==> src/rtl/iterative_comparator.sv <==
// Multi-cycle magnitude comparator: walks the operands one CHUNK at a time,
// MSB chunk first, and stops at the first chunk that differs.
// WIDTH must be an integer multiple of CHUNK.
module iterative_comparator #(
    parameter int unsigned WIDTH = 32,
    parameter int unsigned CHUNK = 8
) (
    input  logic             clock,
    input  logic             reset,
    input  logic             start,
    input  logic             is_signed,
    input  logic [WIDTH-1:0] a,
    input  logic [WIDTH-1:0] b,
    output logic             ready,
    output logic             done,
    output logic             lt,
    output logic             eq,
    output logic             gt
);

    localparam int unsigned N     = WIDTH / CHUNK;
    localparam int unsigned IDX_W = (N > 1) ? $clog2(N) : 1;
    localparam int unsigned SH_W  = $clog2(WIDTH) + 1;

    typedef enum logic [1:0] {
        S_IDLE    = 2'd0,
        S_COMPARE = 2'd1,
        S_DONE    = 2'd2
    } state_t;

    state_t             state_q, state_d;
    logic [WIDTH-1:0]   a_q, a_d;
    logic [WIDTH-1:0]   b_q, b_d;
    logic               sgn_q, sgn_d;
    logic [IDX_W-1:0]   idx_q, idx_d;
    logic               lt_q, lt_d;
    logic               eq_q, eq_d;
    logic               gt_q, gt_d;
    logic               ready_q, ready_d;
    logic               done_q, done_d;

    logic [SH_W-1:0]    shamt_c;
    logic [CHUNK-1:0]   a_chunk_c;
    logic [CHUNK-1:0]   b_chunk_c;
    logic               first_c;
    logic               sign_split_c;

    // Select the chunk addressed by idx_q and detect the signed fast path
    always_comb begin
        shamt_c      = SH_W'(idx_q) * SH_W'(CHUNK);
        a_chunk_c    = CHUNK'(a_q >> shamt_c);
        b_chunk_c    = CHUNK'(b_q >> shamt_c);
        first_c      = (idx_q == IDX_W'(N - 1));
        sign_split_c = sgn_q && (a_q[WIDTH-1] != b_q[WIDTH-1]);
    end

    // Next-state, operand capture and result decision
    always_comb begin
        state_d = state_q;
        a_d     = a_q;
        b_d     = b_q;
        sgn_d   = sgn_q;
        idx_d   = idx_q;
        lt_d    = lt_q;
        eq_d    = eq_q;
        gt_d    = gt_q;

        case (state_q)
            S_IDLE: begin
                if (start) begin
                    a_d     = a;
                    b_d     = b;
                    sgn_d   = is_signed;
                    idx_d   = IDX_W'(N - 1);
                    state_d = S_COMPARE;
                end
            end
            S_COMPARE: begin
                if (first_c && sign_split_c) begin
                    // Negative operand is the smaller one regardless of magnitude
                    lt_d    = a_q[WIDTH-1];
                    gt_d    = ~a_q[WIDTH-1];
                    eq_d    = 1'b0;
                    state_d = S_DONE;
                end else if (a_chunk_c != b_chunk_c) begin
                    lt_d    = (a_chunk_c < b_chunk_c);
                    gt_d    = (a_chunk_c > b_chunk_c);
                    eq_d    = 1'b0;
                    state_d = S_DONE;
                end else if (idx_q == '0) begin
                    lt_d    = 1'b0;
                    eq_d    = 1'b1;
                    gt_d    = 1'b0;
                    state_d = S_DONE;
                end else begin
                    idx_d = idx_q - IDX_W'(1);
                end
            end
            S_DONE: begin
                state_d = S_IDLE;
            end
            default: begin
                state_d = S_IDLE;
            end
        endcase

        ready_d = (state_d == S_IDLE);
        done_d  = (state_d == S_DONE);
    end

    // State and datapath registers with synchronous reset
    always_ff @(posedge clock) begin
        if (reset) begin
            state_q <= S_IDLE;
            a_q     <= '0;
            b_q     <= '0;
            sgn_q   <= 1'b0;
            idx_q   <= '0;
            lt_q    <= 1'b0;
            eq_q    <= 1'b0;
            gt_q    <= 1'b0;
            ready_q <= 1'b1;
            done_q  <= 1'b0;
        end else begin
            state_q <= state_d;
            a_q     <= a_d;
            b_q     <= b_d;
            sgn_q   <= sgn_d;
            idx_q   <= idx_d;
            lt_q    <= lt_d;
            eq_q    <= eq_d;
            gt_q    <= gt_d;
            ready_q <= ready_d;
            done_q  <= done_d;
        end
    end

    assign ready = ready_q;
    assign done  = done_q;
    assign lt    = lt_q;
    assign eq    = eq_q;
    assign gt    = gt_q;

endmodule

==> config.mk <==
export PLATFORM = sky130hd
export DESIGN_NAME = iterative_comparator
export DESIGN_NICKNAME = d
export VERILOG_FILES = /design/src/rtl/iterative_comparator.sv
export SDC_FILE = /design/constraint.sdc
export NUM_CORES = 1
export LEC_CHECK = 0
export ABC_AREA = 1
export ABC_CLOCK_PERIOD_IN_PS = 2400
export CAP_MARGIN = 20
export CORE_AREA = 2 2 83 125
export DETAILED_ROUTE_END_ITERATION = 6
export DIE_AREA = 0 0 85 127
export GPL_ROUTABILITY_DRIVEN = 0
export PLACE_DENSITY_LB_ADDON = 0.25
export SYNTH_ARGS = -nofsm -noshare
export SYNTH_HDL_FRONTEND = slang
export SYNTH_SLANG_ARGS = --single-unit
==> constraint.sdc <==
create_clock -name clock -period 2.4 [get_ports clock]
set_input_delay 0.48 -clock clock [delete_from_list [all_inputs] [get_ports clock]]
set_output_delay 0.48 -clock clock [all_outputs]
set_load 0.005 [all_outputs]
# Word-level counts from Yosys, hierarchy flattened
# Index checks and enable logic that the tools add are counted.
[totals] ff_bits=74 input_bits=68 out_inout_bits=5 wordCells=53
[op_classes] n_addsub=1 magnitude_cmp=2 n_eq_ne=9 shifts=2 n_mux=18 bitwise_logic=1 reduce_logical=10
[op_table] operator=">> shifter 32 x 5 -> 8 bit" n=2
[op_table] operator="two-way mux 2 bit" n=8
[op_table] operator="greater-than comparator 8 bit" n=1
[op_table] operator="< comparator 8 bit" n=1
[op_table] operator="two-way mux 1 bit" n=8
[op_table] operator="inequality test 2 bit, second input constant" n=4
[op_table] operator="inequality test 8 bit" n=1
[op_table] operator="one-hot mux 2 bit (2 select lines)" n=2
[op_table] operator="logical NOT 2 bit" n=3
[op_table] operator="AND reduction 5 bit" n=1
[op_table] operator="equality test 2 bit, second input constant" n=2
[op_table] operator="AND reduction 2 bit" n=2
[op_table] operator="nonzero test 3 bit" n=1
[op_table] operator="equality test 2 x 1 -> 1 bit, second input constant" n=1
[op_table] operator="logical AND 1 bit" n=2
[op_table] operator="nonzero test 2 bit" n=1
[op_table] operator="subtractor 2 x 1 -> 2 bit, second input constant" n=1
[op_table] operator="inequality test 1 bit" n=1
[op_table] operator="NOT 1 bit" n=1

# Depth between registers and ports, before layout
# Gate-level depths: netlist of run 1.
[depth] ltp_word=6 ltp_mapped=16 depth_no_buf=14

# Worst setup path after synthesis of run 1
# Ideal clock, no wire load.
[synth_path] path_type="flip-flop to flip-flop" start="register idx_q[0]" end="register gt_q (netlist: gt)" setup_ns=0.116 t_arrival_ns=1.989 path_slack_ns=0.295 stages_incl_launch_ff=13 path_buffers=1 synth_period_minus_slack_ns=2.105 cell_sequence="dfxtp_1 > inv_2 > clkbuf_1 > nand2_1 > a32o_1 > ha_1 > nand2_1 > nor2_1 > nand3_1 > o21bai_4 > inv_1 > o21ai_1 > nor2_2"
[synth_via] elab_chain_len=4 word_cells_on_any_way=11 cone_classes="1 x order compare; 2 x eq/ne; 2 x shift; 2 x mux; 4 x reduce/logical"
[synth_lines] item="start: declaration" line="35" text="logic [IDX_W-1:0] idx_q, idx_d;"
[synth_lines] item="start signal: assignment" line="129" text="idx_q <= idx_d;"
[synth_lines] item=">> shifter 32 x 5 -> 8 bit (tied with other cells)" line="51" text="a_chunk_c = CHUNK'(a_q >> shamt_c);"
[synth_lines] item="greater-than comparator 8 bit (tied with other cells)" line="87" text="gt_d = (a_chunk_c > b_chunk_c);"
[synth_lines] item="two-way mux 1 bit / nonzero test 3 bit (equally long branches)"
[synth_lines] item="two-way mux 1 bit / AND reduction 2 bit (equally long branches)"
[synth_lines] item="end signal: assignment" line="132" text="gt_q <= gt_d;"
[synth_lines] item="end: declaration" line="38" text="logic gt_q, gt_d;"
# Several ways; a longest one is shown, not always the timed one.
# A chain may end at the register's enable or synchronous reset.

# Worst setup path in the final report of run 1
[layout_path] start="register idx_q[0]" end="register idx_q[1]"
[layout_via] elab_chain_len=5 word_cells_on_any_way=15 cone_classes="1 x add/sub; 5 x eq/ne; 2 x shift; 4 x mux; 3 x reduce/logical"
[layout_lines] item="branches (longest 5 deep; another with >> shifter 32 x 5 -> 8 bit)"
# Parallel ways; which one is timed is not known. The select of a mux whose other input is x is not followed.

==> flow_metrics.py, run 1 <==
metrics = {
    "outcome": {
        "status": "finished clean",
    },
    "clock_network": {
        "numCtsBuffers": 9,
        "clk_latency_ns": 0.33,
        "cts_root_buf": "clkbuf_16",
        "postCtsSetupBuffers": 0,
        "cts-resized-gates": 0,
        "clock_sink_count": 74,
        "clockBufferDepth": 2,
        "path_clk_slew_ns": 0.06,
        "cts_tree": "built",
        "htree_levels": 3,
        "hold_buffers": 0,
    },
    "place": {
        "io_buffers": 72,
        "dp_slack_ns": 0.171,
        "dp_hpwl_mm": 6.16,
    },
    "worst_setup_path": {
        "worstSetupStartpoint": "idx_q[0]$_SDFFE_PP0P_",
        "crit_buf_inv": 1,
        "critPathKind": "reg2reg",
        "endpoint": "idx_q[1]$_SDFFE_PP0P_",
        "crit_chain": "buf_4, a21oi_1, a32o_1, ha_1, nand2_1, nor2_2, nand2_1, nand2_1, nand4_2, o21ai_1, nor2_1",
        "cpLargestDelayFamily": "simple AND/OR/NAND/NOR gates",
        "r2r_end": "idx_q[1]$_SDFFE_PP0P_",
        "critPathCaptureType": "flip-flop",
        "slowest_delay_ns": 0.34,
        "reg2regPathDepth": 11,
        "worstReg2RegStart": "idx_q[0]$_SDFFE_PP0P_",
        "reg2reg_slack_ns": 0.18,
        "cp.depth": 11,
        "critPathMaxFanout": 32,
        "startpoint_type": "flip-flop",
        "worstPathArrival_ns": 2.45,
        "cp_slowest_cell": "dfxtp_1",
        "critPathMostFrequentCell": "nand2_1",
        "worstPathRequired_ns": 2.63,
    },
    "synth": {
        "synth.area.top_cells": "dfxtp_1, nor2_1, o21ai_0",
        "avgSynthCellArea_sq_um": 7.19,
        "yosys-top-cells-count": "nor2_1, dfxtp_1, o21ai_0",
        "yosys_warnings": 0,
        "synth-seq-cells": 74,
        "synth_edf_count": 0,
        "yosysUniqueCellTypes": 25,
        "synth_top_area_frac": 0.445,
        "yosysMostFrequentCell": "nor2_1",
        "synth_nets": 541,
        "ys.flop_type": "dfxtp_1",
        "ys_seq_area_frac": 0.445,
        "synth_area_sq_mm": 0.00333,
        "synthCells": 463,
        "async_flop_share": 0,
        "synth_largest_area_cell": "dfxtp_1",
    },
    "pwr": {
        "pwr-share-seq": 0.343,
        "ir_worst_vdd_v": 0.000798,
        "p_int_uw": 3130,
        "p_sw_frac": 0.305,
        "p_leak_uw": 0.00185,
        "p_sw_uw": 1380,
        "clkPwrFrac": 0.359,
        "power_frac_comb": 0.298,
        "p_per_area_mw_per_mm2": 999,
    },
    "drt": {
        "antenna_left": 0,
        "initialDrtViolationCount": 140,
        "first_pass_iters": 4,
        "avgRoutedWirePerCell_microns": 12.9,
        "via_count": 3101,
        "vias_per_cell": 4.82,
        "route.detailed.drc": 0,
        "wl_mm": 8.33,
    },
    "sta": {
        "relSlewSlack": 0.710,
        "skew_ns": 0.00507,
        "tightest_slew_ns": 0.435,
        "period_needed_ns": 2.22,
        "final_hold_viol_count": 0,
        "drv_slew": 0,
        "tns_ns": 0,
        "setup_viol": 0,
        "rsz0062_at_grt": "no",
        "fmax_mhz": 450,
        "final.setup.worst_slack_ns": 0.177,
        "post-route-period-util": 0.926,
    },
    "global_routing": {
        "grt_max_degree": 50,
        "groute.usage.overall": 0.162,
        "overflow": 0,
        "grt_first_pass_wirelength_mm": 14.0,
        "grt_pass1_vias": 3164,
        "antenna_found_initial": 0,
    },
    "hold_path": {
        "min_path_type": "reg2reg",
    },
    "layout": {
        "antenna_cells": 0,
        "regArea_sq_mm": 0.00148,
        "fillers": 966,
        "drive_above_1_share": 0.0794,
        "num-nets-final": 602,
        "syn2layout_area_growth_pct": 35.6,
        "multi_input_area_sq_mm": 0.00165,
    },
    "floorplan": {
        "core_area_sq_mm": 0.00963,
        "die_area_sq_mm": 0.0108,
        "fp.dieH_microns": 127,
        "row_count": 44,
        "dieWidth_microns": 85,
        "io_pins": 73,
        "initial_utilization": 0.345,
    },
    "flow_run": {
        "drv_cap": 0,
    },
}
cell families (layout without fill, tap and decap cells):
logic type	count (synthesis)	count (layout)	share of synthesized area
buf+inv	45	111	0.0590
compound gates	118	118	0.197
simple gates	216	216	0.261
fa+ha+maj	10	10	0.0376
flops	74	74	0.445
cells in the final DEF (no fill, tap or decap):
master	netlist	final
ha_1	10	10
nand2_2	2	2
nor2_8	1	1
and2_4	1	1
clkinv_2	0	1
o21ai_1	34	34
o21bai_4	1	1
a21oi_1	14	14
nand3_1	5	5
o21ai_0	52	52
nor2_4	1	1
nor2_2	4	4
clkinv_4	0	1
clkinvlp_4	0	1
clkdlybuf4s50_1	0	72
nor2_1	157	157
buf_12	0	3
inv_2	7	7
nand4_2	1	1
a21o_1	1	1
inv_1	9	9
o22ai_1	8	8
dfxtp_1	74	74
nand2_1	44	44
bufinv_16	0	4
a32o_1	7	7
a21oi_2	1	1
clkbuf_16	0	9
buf_4	4	4
power groups by stage:
stage / Sequential, uW / Combinational [uW] / Clock (uW)
final: 1550 / 1340 / 1620
after CTS: 1550 / 1360 / 1650
after detailed placement: 1570 / 1350 / 0
after global placement: 1580 / 1320 / 0
after floorplan: 1530 / 973 / 0
after global routing: 1570 / 1530 / 1710
through the flow:
step	total power (uW)	instance area (sq um)	util	instances	hold slack (ns)
6_report	4510	4510	0.468	644	0.481
4_1_cts	4570	4510	0.468	644	0.482
3_5_place_dp	2930	4150	0.430	628	0.469
5_1_grt	4810	4510	0.468	644	0.511
3_3_place_gp	2900	4150	0.430	628	0.470
2_1_floorplan	2510	3330	-	463	0.447
worst min-delay path by stage:
stage | endpoint | depth (start not counted) | startpoint | slack [ns]
after floorplan | b_q[31]$_SDFFE_PP0P_ | 2 | b_q[31]$_SDFFE_PP0P_ | 0.45
after global placement | a_q[10]$_SDFFE_PP0P_ | 2 | a_q[10]$_SDFFE_PP0P_ | 0.47
after detailed placement | a_q[10]$_SDFFE_PP0P_ | 2 | a_q[10]$_SDFFE_PP0P_ | 0.47
after CTS | a_q[10]$_SDFFE_PP0P_ | 2 | a_q[10]$_SDFFE_PP0P_ | 0.48
after global routing | b_q[27]$_SDFFE_PP0P_ | 2 | b_q[27]$_SDFFE_PP0P_ | 0.51
final | a_q[10]$_SDFFE_PP0P_ | 2 | a_q[10]$_SDFFE_PP0P_ | 0.48
per-layer routing:
layer / routed length [microns] / part of all wire / GRT usage / vias up
met3: 347 / 0.042 / 0.0388 / 14
li1: - / - / - / 1639
met4: 191 / 0.023 / 0.0710 / 0
met5: 0 / 0 / 0 / -
met1: 3460 / 0.42 / 0.175 / 1386
met2: 4330 / 0.52 / 0.295 / 62
sequential cells by signal, summed over array words and instances (netlist names):
register and flops:
a_q 32, b_q 32, done 1, eq 1
gt 1, idx_q 2, lt 1, ready 1
sgn_q 1, state_q 2
layout make-up:
cell class / count / share of cell area
sequential: 74 / 0.328
inverter: 16 / 0.0133
tap: 115 / 0.0319
multi-input combinational: 344 / 0.366
clock buffer: 9 / 0.0499
timing repair buffer: 79 / 0.180
clock inverter: 7 / 0.0313
tightest hold or removal path: stages, from the launching register on:
cell	delay, ns
dfxtp_1	0.32
nor2_1	0.05
nor2_1	0.08
Note: power is estimated with default switching activity, not from simulation.
==> run 2: changes to the inputs <==
--- a/config.mk
+++ b/config.mk
@@ -8,9 +8,9 @@
 export ABC_AREA = 1
 export ABC_CLOCK_PERIOD_IN_PS = 2400
 export CAP_MARGIN = 20
-export CORE_AREA = 2 2 83 125
+export CORE_AREA = 2 2 89 134
 export DETAILED_ROUTE_END_ITERATION = 6
-export DIE_AREA = 0 0 85 127
+export DIE_AREA = 0 0 91 136
 export GPL_ROUTABILITY_DRIVEN = 0
 export PLACE_DENSITY_LB_ADDON = 0.25
 export SYNTH_ARGS = -nofsm -noshare
==> run 2 against run 1 <==
Net effect: critical path depth is 1 higher; clock skew hardly changed; combinational power is 3% higher; first-iteration DRC count is 22% lower; count of clock-buffer cells in the layout is 5 higher; sequential share of layout area hardly changed; via count is 0.58% higher; flip-flop and latch count stayed put; clock power is 23% lower; global-route usage is 1.3 points lower.
==> flow_metrics.py, run 2 (synthesis gave the netlist of run 1 again) <==
metrics = {
    "sta": {
        "fmax_mhz": 460,
        "post-route-period-util": 0.906,
        "final.setup.worst_slack_ns": 0.225,
        "tns_ns": 0,
        "period_needed_ns": 2.17,
        "final_hold_viol_count": 0,
        "rsz0062_at_grt": "no",
        "setup_viol": 0,
        "tightest_slew_ns": 0.482,
        "relSlewSlack": 0.678,
        "drv_slew": 0,
        "skew_ns": 0.00541,
    },
    "clock_network": {
        "path_clk_slew_ns": 0.06,
        "hold_buffers": 0,
        "htree_levels": 3,
        "numCtsBuffers": 9,
        "clk_latency_ns": 0.33,
        "clock_sink_count": 74,
        "cts_root_buf": "clkbuf_16",
        "clockBufferDepth": 2,
        "postCtsSetupBuffers": 0,
        "cts-resized-gates": 0,
        "cts_tree": "built",
    },
    "outcome": {
        "status": "finished clean",
    },
    "drt": {
        "vias_per_cell": 4.56,
        "initialDrtViolationCount": 109,
        "wl_mm": 8.86,
        "via_count": 3119,
        "first_pass_iters": 4,
        "avgRoutedWirePerCell_microns": 13.0,
        "route.detailed.drc": 0,
        "antenna_left": 0,
    },
    "place": {
        "dp_slack_ns": 0.196,
        "dpl.cell_count": 668,
        "io_buffers": 72,
        "dp_hpwl_mm": 6.72,
    },
    "worst_setup_path": {
        "slowest_delay_ns": 0.33,
        "cp.depth": 12,
        "critPathMostFrequentCell": "nand2_1",
        "startpoint_type": "flip-flop",
        "critPathCaptureType": "flip-flop",
        "worstPathArrival_ns": 2.40,
        "cp_slowest_cell": "dfxtp_1",
        "critPathKind": "reg2reg",
        "crit_chain": "inv_2, buf_4, nand2_1, a32o_1, ha_1, nand2_1, nor2_2, nand2_1, nand2_1, nand4_2, o21ai_1, nor2_1",
        "cpLargestDelayFamily": "simple AND/OR/NAND/NOR gates",
        "crit_buf_inv": 2,
        "r2r_end": "idx_q[1]$_SDFFE_PP0P_",
        "worstReg2RegStart": "idx_q[0]$_SDFFE_PP0P_",
        "worstPathRequired_ns": 2.63,
        "reg2reg_slack_ns": 0.23,
        "critPathMaxFanout": 12,
        "reg2regPathDepth": 12,
    },
    "pwr": {
        "p_leak_uw": 0.00184,
        "power_uw": 4190,
        "p_per_area_mw_per_mm2": 929,
        "ir_worst_vdd_v": 0.000295,
    },
    "flow_run": {
        "drv_cap": 0,
    },
    "layout": {
        "fin_cells": 684,
        "layout_common_cells": "nor2_1, dfxtp_1, clkdlybuf4s50_1, o21ai_0, nand2_1",
        "layout_commonest_cell": "nor2_1",
        "fillers": 1250,
        "antenna_cells": 0,
        "drive_above_1_share": 0.0861,
        "reg_top3": "a_q: 32 flops, b_q: 32 flops",
        "num-nets-final": 607,
        "syn2layout_area_growth_pct": 35.5,
    },
    "floorplan": {
        "initial_utilization": 0.295,
        "io_pins": 73,
        "fp.dieH_microns": 136,
        "row_count": 48,
        "die_area_sq_mm": 0.0124,
        "dieWidth_microns": 91,
        "core_area_sq_mm": 0.0113,
    },
    "global_routing": {
        "antenna_found_initial": 0,
        "grt_pass1_vias": 3120,
        "groute.usage.overall": 0.149,
        "grt_first_pass_wirelength_mm": 14.4,
        "overflow": 0,
        "grt_max_degree": 41,
    },
    "hold_path": {
        "min_path_type": "reg2reg",
        "min_to": "b_q[16]$_SDFFE_PP0P_",
        "hp-start": "b_q[16]$_SDFFE_PP0P_",
        "hold_depth": 2,
    },
}
==> run 2: cell type report <==
class,instances,area (sq um),area share
clock inverters,2,10.0,0.00222
multi-input cells,344,1650,0.367
inverters,16,62.6,0.0139
well taps,150,188,0.0416
clock buffers,14,274,0.0608
flip-flops and latches,74,1480,0.329
repair buffers,84,840,0.186
==> run 2: worst register-to-register path, stage by stage, from the launching register on <==
cell and delay [ns]:
dfxtp_1 0.33, inv_2 0.15, buf_4 0.21, nand2_1 0.06, a32o_1 0.22, ha_1 0.29
nand2_1 0.08, nor2_2 0.14, nand2_1 0.12, nand2_1 0.11, nand4_2 0.16, o21ai_1 0.16
nor2_1 0.05
==> run 2: worst max-delay path by stage <==
stage                           from                    end
6_report       idx_q[0]$_SDFFE_PP0P_  idx_q[1]$_SDFFE_PP0P_
5_1_grt        idx_q[0]$_SDFFE_PP0P_  idx_q[1]$_SDFFE_PP0P_
4_1_cts        idx_q[0]$_SDFFE_PP0P_  idx_q[1]$_SDFFE_PP0P_
3_5_place_dp   idx_q[0]$_SDFFE_PP0P_  idx_q[1]$_SDFFE_PP0P_
3_3_place_gp   idx_q[0]$_SDFFE_PP0P_  idx_q[1]$_SDFFE_PP0P_
2_1_floorplan  idx_q[0]$_SDFFE_PP0P_        gt$_SDFFE_PP0P_
==> run 2: power breakdown <==
part / switching, uW / internal, uW
Sequential: 128 / 1430
Clock: 472 / 781
Combinational: 774 / 606
==> run 2: routing by layer <==
layer	part of all wire	GRT usage	vias to the layer above
li1	-	-	1653
met4	0.026	0.0657	0
met3	0.037	0.0421	14
met5	0	0	-
met1	0.41	0.159	1397
met2	0.52	0.270	55
==> run 2: through the flow <==
| stage | utilization | cell area, sq um | hold slack (ns) |
|---|---|---|---|
| floorplan | - | 3330 | 0.447 |
| global placement | 0.373 | 4220 | 0.467 |
| detailed placement | 0.373 | 4220 | 0.466 |
| CTS | 0.398 | 4500 | 0.481 |
| global route | 0.399 | 4510 | 0.509 |
| finish | 0.399 | 4510 | 0.475 |
